<file path="src/rtl/branch_hazard_ctrl.sv">
// ---------------------------------------------------------------------------
// branch_hazard_ctrl
//
// Purpose:
//   Stall/flush sequencer for the ID-stage branch resolution path. The block
//   compares the instruction in IF/ID with the producers in ID/EX and EX/MEM.
//   It works out how many bubble cycles are needed before the ID-stage
//   comparator can use forwarded operands. It then holds the front end for
//   exactly that many cycles. A taken branch flushes IF/ID once its operands
//   are valid.
//
// Ports:
//   clk              in   pipeline clock, rising edge
//   reset            in   asynchronous, active-high reset
//   if_id_rs/rt      in   [4:0] source registers of the ID-stage instruction
//   I_type           in   ID instruction is I-type (rt is a destination)
//   branch           in   ID instruction is a conditional branch
//   branch_taken     in   ID-stage comparator result (valid when branch=1)
//   id_ex_rd         in   [4:0] destination of the instruction in EX
//   id_ex_regwrite   in   EX instruction writes the register file
//   id_ex_memread    in   EX instruction is a load
//   ex_mem_rd        in   [4:0] destination of the instruction in MEM
//   ex_mem_regwrite  in   MEM instruction writes the register file
//   ex_mem_memread   in   MEM instruction is a load
//   ext_stall        in   external freeze (memory busy), highest priority
//   pc_write         out  PC load enable
//   if_id_write      out  IF/ID load enable
//   id_ex_bubble     out  zero the ID/EX control fields this cycle
//   if_id_flush      out  clear IF/ID to a NOP on the next edge
//   stall            out  front end held this cycle
//   stall_cycles     out  [15:0] saturating hazard-stall counter (optional)
//   flush_count      out  [15:0] saturating flush counter (optional)
//
// Configuration:
//   HAZARD_PERF_EN   when defined, adds the stall_cycles and flush_count
//                    performance counters. When it is undefined, those ports
//                    and their registers are not present.
// ---------------------------------------------------------------------------
module branch_hazard_ctrl (
    input  logic        clk,
    input  logic        reset,
    input  logic [4:0]  if_id_rs,
    input  logic [4:0]  if_id_rt,
    input  logic        I_type,
    input  logic        branch,
    input  logic        branch_taken,
    input  logic [4:0]  id_ex_rd,
    input  logic        id_ex_regwrite,
    input  logic        id_ex_memread,
    input  logic [4:0]  ex_mem_rd,
    input  logic        ex_mem_regwrite,
    input  logic        ex_mem_memread,
    input  logic        ext_stall,
    output logic        pc_write,
    output logic        if_id_write,
    output logic        id_ex_bubble,
    output logic        if_id_flush,
    output logic        stall
`ifdef HAZARD_PERF_EN
    ,
    output logic [15:0] stall_cycles,
    output logic [15:0] flush_count
`endif
);

    localparam logic [0:0] RUN  = 1'b0;
    localparam logic [0:0] HOLD = 1'b1;

    logic [0:0] r_state;
    logic       r_cnt;

    logic       w_usesRt;
    logic       w_idExMatch;
    logic       w_exMemMatch;
    logic       w_needOne;
    logic       w_needTwo;
    logic       w_hazardStall;
    logic       w_cntNext;

    // Under MIPS-style encoding, a non-branch I-type writes rt and does not
    // read it. Branches read both rs and rt. Register 0 is hard-wired to zero,
    // so it never creates a dependency.
    always_comb begin
        w_usesRt     = branch | ~I_type;
        w_idExMatch  = (id_ex_rd != 5'd0) &&
                       ((id_ex_rd == if_id_rs) || (w_usesRt && (id_ex_rd == if_id_rt)));
        w_exMemMatch = (ex_mem_rd != 5'd0) &&
                       ((ex_mem_rd == if_id_rs) || (w_usesRt && (ex_mem_rd == if_id_rt)));
    end

    // Bubble requirement. The branch comparator sits in ID, so it needs
    // operands a stage earlier than an ALU op does.
    //   An ALU result in EX costs a branch one bubble.
    //   A load in EX costs a branch two bubbles.
    //   A load in MEM costs a branch one bubble.
    //   A load in EX costs an ordinary instruction one bubble (load-use).
    // ex_mem_regwrite is not needed here: a non-load in MEM can already be
    // forwarded to the comparator.
    always_comb begin
        w_needTwo = branch & id_ex_memread & w_idExMatch;
        w_needOne = (~branch & id_ex_memread & w_idExMatch) |
                    (branch & id_ex_regwrite & ~id_ex_memread & w_idExMatch) |
                    (branch & ex_mem_memread & w_exMemMatch);
    end

    // HOLD always stalls and does not look at the inputs again. The second
    // bubble of a branch after a load therefore survives the pipeline
    // advancing underneath it.
    always_comb begin
        w_hazardStall = (r_state == HOLD) | w_needOne | w_needTwo;
    end

    // Remaining-bubble count after the current HOLD cycle. It floors at zero.
    always_comb begin
        w_cntNext = (r_cnt != 1'b0) ? (r_cnt - 1'b1) : 1'b0;
    end

    // Output decode, in priority order: reset, external freeze, hazard stall,
    // normal run. The PC must not redirect while the branch operands are
    // stale, so a taken branch only flushes in the normal-run leg.
    always_comb begin
        pc_write     = 1'b1;
        if_id_write  = 1'b1;
        id_ex_bubble = 1'b0;
        if_id_flush  = 1'b0;
        stall        = 1'b0;
        if (reset) begin
            pc_write     = 1'b0;
            if_id_write  = 1'b0;
            id_ex_bubble = 1'b1;
            stall        = 1'b1;
        end else if (ext_stall) begin
            pc_write     = 1'b0;
            if_id_write  = 1'b0;
            stall        = 1'b1;
        end else if (w_hazardStall) begin
            pc_write     = 1'b0;
            if_id_write  = 1'b0;
            id_ex_bubble = 1'b1;
            stall        = 1'b1;
        end else begin
            if_id_flush  = branch & branch_taken;
        end
    end

    // Sequencer state. An external freeze holds the state and the count, so
    // frozen cycles are not counted as hazard bubbles.
    always_ff @(posedge clk or posedge reset) begin
        if (reset) begin
            r_state <= RUN;
            r_cnt   <= 1'b0;
        end else if (!ext_stall) begin
            case (r_state)
                RUN: begin
                    if (w_needTwo) begin
                        r_state <= HOLD;
                        r_cnt   <= 1'b1;
                    end
                end
                HOLD: begin
                    r_cnt   <= w_cntNext;
                    r_state <= (w_cntNext == 1'b0) ? RUN : HOLD;
                end
                default: begin
                    r_state <= RUN;
                    r_cnt   <= 1'b0;
                end
            endcase
        end
    end

`ifdef HAZARD_PERF_EN
    logic [15:0] r_stallCycles;
    logic [15:0] r_flushCount;

    // Saturating performance counters. Only hazard stalls are counted.
    // Reset and external-freeze cycles are excluded.
    always_ff @(posedge clk or posedge reset) begin
        if (reset) begin
            r_stallCycles <= 16'd0;
            r_flushCount  <= 16'd0;
        end else begin
            if (!ext_stall && w_hazardStall && (r_stallCycles != 16'hFFFF))
                r_stallCycles <= r_stallCycles + 16'd1;
            if (if_id_flush && (r_flushCount != 16'hFFFF))
                r_flushCount <= r_flushCount + 16'd1;
        end
    end

    assign stall_cycles = r_stallCycles;
    assign flush_count  = r_flushCount;
`endif

endmodule

</file>
<file path="config.mk">
export PLATFORM = sky130hd
export DESIGN_NAME = branch_hazard_ctrl
export DESIGN_NICKNAME = d
export VERILOG_FILES = /design/src/rtl/branch_hazard_ctrl.sv
export SDC_FILE = /design/constraint.sdc
export NUM_CORES = 1
export LEC_CHECK = 0
export ABC_AREA = 1
export CAP_MARGIN = 20
export CORE_ASPECT_RATIO = 1.25
export CORE_MARGIN = 2
export CORE_UTILIZATION = 25
export DETAILED_ROUTE_END_ITERATION = 7
export PLACE_DENSITY = 0.64
export SYNTH_ARGS = -nofsm -noshare
export SYNTH_HDL_FRONTEND = slang
export SYNTH_SLANG_ARGS = --single-unit
</file>
<file path="constraint.sdc">
create_clock -name clk -period 2.7 [get_ports clk]
set_input_delay 0.675 -clock clk [delete_from_list [all_inputs] [get_ports clk]]
set_output_delay 0.675 -clock clk [all_outputs]
set_load 0.02 [all_outputs]
</file>
Word level (Yosys, flattened, before mapping)

Cells that the tools add are included.

Add/sub/neg operators: 1
$mul: 0
Div/mod/pow operators: 0
Magnitude comparators: 0
Equal/unequal tests: 5
Shift-type cells: 0
Multiplexer cells: 17
Bitwise gates (word level): 20
Reductions and logical operators: 9

Operators by type and width:

| cell                                         | count |
|---|---|
| == test 5 bit                                | 4 |
| two-way mux 1 bit                            | 15 |
| AND 1 bit                                    | 10 |
| nonzero test 5 bit                           | 2 |
| inverter 1 bit                               | 5 |
| OR 1 bit                                     | 5 |
| logical AND 1 bit                            | 4 |
| case mux 1 bit (2 select lines)              | 2 |
| logical OR 1 bit                             | 2 |
| inequality test 2 bit, second input constant | 1 |
| AND reduction 2 bit                          | 1 |
| subtractor 1 bit, second input constant      | 1 |

Register bits: 2
Latch bits: 0
Memory bits (writable): 0
Bits in read-only memories: 0
Output and inout port bits: 5
Memories kept: 0

Longest topological paths before layout

Depth after elaboration: 13
Depth in mapped cells: 10
Mapped depth without buffers: 10

Worst setup path after synthesis

Ideal clock, no wire load.

Path kind: in2out
From: input id_ex_rd[4]
To: output pc_write
Arrival time: 1.647 ns
Setup slack: 0.378 ns
Stages on the path: 8
Buffers on the path: 1
Cells stage by stage: nor3_2 -> nand3_1 -> o21ai_2 -> inv_2 -> nand2_4 -> nand4_4 -> inv_1 -> buf_4

Word-level cells in the longest chain between the ends: 12
Elaborated cells on any way between the ends: 16
Classes of those cells: 2 x eq/ne; 3 x mux; 7 x bitwise; 4 x reduce/logical

Ends and longest elaborated chain:

| element                           | RTL line | text |
|---|---|---|
| start, declared                   | 47       | `input logic [4:0] id_ex_rd,` |
| == test 5 bit                     | 86       | `((id_ex_rd == if_id_rs) \|\| (w_usesRt && (id_ex_rd == if_id_rt)));` |
| logical AND 1 bit                 | 86       |  |
| logical OR 1 bit                  | 86       |  |
| logical AND 1 bit *               | 85       | `w_idExMatch = (id_ex_rd != 5'd0) &&` |
| AND 1 bit (on tied branches)      | 101, 102 |  |
| OR 1 bit                          | 101      | `w_needOne = (~branch & id_ex_memread & w_idExMatch) \|` |
| OR 1 bit                          | 102      | `(branch & id_ex_regwrite & ~id_ex_memread & w_idExMatch) \|` |
| OR 1 bit                          | 110      | `w_hazardStall = (r_state == HOLD) \| w_needOne \| w_needTwo;` |
| OR 1 bit *                        | 110      |  |
| two-way mux 1 bit * (3 in series) | --       |  |
| end, declared                     | 54       | `output logic pc_write,` |

Mark *: on every way between the ends. The rest lies on a longest branch, timed or not.

Worst setup path in the final report

From: input id_ex_rd[4]
To: output if_id_flush

Word-level cells in the longest chain between the ends: 12
Elaborated cells on any way between the ends: 16
Classes of those cells: 2 x eq/ne; 3 x mux; 7 x bitwise; 4 x reduce/logical

Ends and longest elaborated chain:

| element                      | RTL line | text |
|---|---|---|
| == test 5 bit                | 86       |  |
| logical AND 1 bit            | 86       |  |
| logical OR 1 bit             | 86       |  |
| logical AND 1 bit *          | 85       |  |
| AND 1 bit (on tied branches) | 101, 102 |  |
| OR 1 bit                     | 101      |  |
| OR 1 bit                     | 102      |  |
| OR 1 bit                     | 110      |  |
| OR 1 bit *                   | 110      |  |
| two-way mux 1 bit *          | 136      | `end else if (w_hazardStall) begin` |
| two-way mux 1 bit *          | 132      | `end else if (ext_stall) begin` |
| two-way mux 1 bit *          | 127      | `if (reset) begin` |
| end, declared                | 57       | `output logic if_id_flush,` |

Marks and branches as above.

==> results_dict.tcl <==
set metrics [dict create \
    finalMaxSlewViolations 0 \
    fmax_mhz 401 \
    fin_crit_sh 0.924 \
    place_inst 168 \
    peakVddDrop_uv 108 \
    powerDensity_nw_per_um2 148 \
    switching_share 0.428 \
    dr.first_iter.drc_count 6 \
    largest_reg_flops 1 \
    grt_pass1_vias 638 \
    place_worst_setup_slack_ps -488 \
    r2r_slack_ps 1920 \
    via_count 729 \
    met1_usage 0.150 \
    rsz0062_at_grt "no" \
    grt_antenna_before_repair 0 \
    io_pins 35 \
    finalWorstSetupSlack_ps 204 \
    seqPwrFrac 0.110 \
    final_common_cell "nand2_1" \
    slowest_delay_ps 290 \
    dp.final_hpwl_mm 1.28 \
    track_usage 0.120 \
    busiest_layer "met2" \
    drv_cap 0 \
    synth_area_sq_um 529 \
    path_max_fanout 4 \
    status "complete, no violations" \
    relSlewSlack 0.870 \
    yosysWarningCount 0 \
    clkLatencyLatePin_ps 0 \
    gr-usage-met2 0.222 \
    routed_wl_mm 1.46 \
    antenna_cells 0 \
    reg_top3 "r_state: 1 flops" \
    rows 18 \
    hold_viol 0 \
    fp.dieH_um 55.4 \
    dieWidth_um 45.2 \
    place.gp.congestion 0.714 \
    fin_tns_setup_ps 0 \
    crit_buf_inv 3 \
    start_kind "primary input" \
    cp_cell_sequence "dlygate4sd2_1 > nor3_2 > nand3_1 > o21ai_2 > inv_2 > nand2_4 > nand4_4 > nor2_4 > buf_6" \
    area_growth_syn_to_layout_pct 84.2 \
    die_area_sq_um 2500 \
    yosysSeqAreaShare 0.0473 \
    port_buffers 33 \
    largest_register "r_state" \
    overflow 0 \
    syn_nets 138 \
    critical_path_class "primary input to output pin" \
    path_clk_slew_ps 0 \
    crit_path_end_kind "output pin" \
    synth_area_per_cell_sq_um 4.90 \
    drtAntennaViolNets 0 \
    clock_skew_ps 0 \
    drcViolationCount 0 \
    setup_violations 0 \
    cp_slowest_cell "dlygate4sd2_1" \
    cp_data_required_time_ps 2030 \
    use_met3 0.0131 \
    synth.ff_latch_count 1 \
    fin_nets 182 \
    cp_top_family "simple AND/OR/NAND/NOR gates" \
    synth_cell_types 19 \
    worst_ep_arrival_time_ps 1820 \
    cts_hold_buf 0 \
    via_per_inst 4.29 \
    final_cells 170 \
    syn_inst 108 \
    worst_slew_pin_slew_ps 195 \
    combPwrFrac 0.890 \
    drive_gt1_frac 0.213 \
    grt_first_pass_wirelength_mm 2.46 \
    min-delay-path-class "flip-flop to flip-flop" \
    most-common-layout-cells "nand2_1, inv_1, nor2_1, buf_4, dlymetal6s2s_1" \
    initial_core_util 0.267 \
    p_clk_frac 0 \
    leakagePower_nw 0.664 \
    p_sw_mw 0.0617 \
    p_int_mw 0.0825 \
    min_period_ps 2500 \
    routedWlPerCell_um 8.56 \
    firstDrtPassIters 2 \
    grt_max_degree 5 \
    coreArea_sq_um 1980 \
    finalPower_mw 0.144 \
]
worst min-delay path, stage by stage, from the launching register on:
cell,delay (ps)
dfrtp_1,320
nor3_1,50
nand3_1,60
o21ai_0,70
timing repair:
action                                  CTS  global route
setup buffers                             1             1
gates resized for setup                  34            21
endpoints found under the setup margin    5             5
pin swaps                                 1            10
cell type report:
type	count	area, sq um
Fill cell	226	1010
Multi-Input combinational cell	81	419
Timing Repair Buffer	43	412
Inverter	25	93.8
Sequential cell	1	25.0
Tap cell	20	25.0
cells by family after synthesis:
kind of cell | synth area share
compound gates | 0.0638
buf+inv | 0.191
flops | 0.0473
simple gates | 0.598
xor+xnor | 0.0993
synth_stat cells:
library cell | count | area [sq um]
nand3_1 | 8 | 40.0
nand2_1 | 39 | 146
nand3_2 | 1 | 10.0
nor3_2 | 1 | 10.0
nor3_1 | 2 | 10.0
o21ai_2 | 1 | 8.76
inv_2 | 3 | 11.3
nand4_4 | 1 | 21.3
nor2_1 | 13 | 48.8
o21ai_0 | 3 | 15.0
nor2_2 | 1 | 6.26
buf_4 | 1 | 7.51
xor2_1 | 4 | 35.0
nand2_4 | 1 | 11.3
nand2_2 | 2 | 12.5
xnor2_1 | 2 | 17.5
inv_1 | 22 | 82.6
o21ai_1 | 2 | 10.0
dfrtp_1 | 1 | 25.0
through the flow:
step | util | hold WS, ps | instance area (sq um)
6_report | 0.492 | 568 | 975
5_1_grt | 0.492 | 651 | 975
3_3_place_gp | 0.473 | 575 | 937
4_1_cts | 0.464 | 573 | 920
3_5_place_dp | 0.473 | 574 | 937
2_1_floorplan | - | 412 | 529
layer usage:
metal | part of all wire | wire, um | vias up
met1 | 0.38 | 560 | 301
li1 | - | - | 404
met2 | 0.53 | 771 | 24
met3 | 0.085 | 123 | 0
met5 | 0 | 0 | -
met4 | 0 | 0 | 0
power groups by stage:
stage               clock [mW]  sequential [mW]  combinational (mW)
floorplan                    0           0.0158              0.0583
global placement             0           0.0158               0.132
detailed placement           0           0.0158               0.133
CTS                          0           0.0158               0.127
global route                 0           0.0159               0.144
finish                       0           0.0158               0.128
worst paths after layout:
| check | startpoint | endpoint | cells after the start |
|---|---|---|---|
| min reg2reg | r_state$_DFFE_PP0N_ | r_state$_DFFE_PP0N_ | 3 |
| max in group asynchronous | reset | r_state$_DFFE_PP0N_ | 2 |
| min in group asynchronous | reset | r_state$_DFFE_PP0N_ | 2 |
| min | r_state$_DFFE_PP0N_ | r_state$_DFFE_PP0N_ | 3 |
| max reg2reg | r_state$_DFFE_PP0N_ | r_state$_DFFE_PP0N_ | 3 |
| max | id_ex_rd[4] | if_id_flush | 9 |
No activity file was read; power rests on OpenSTA's default activity.
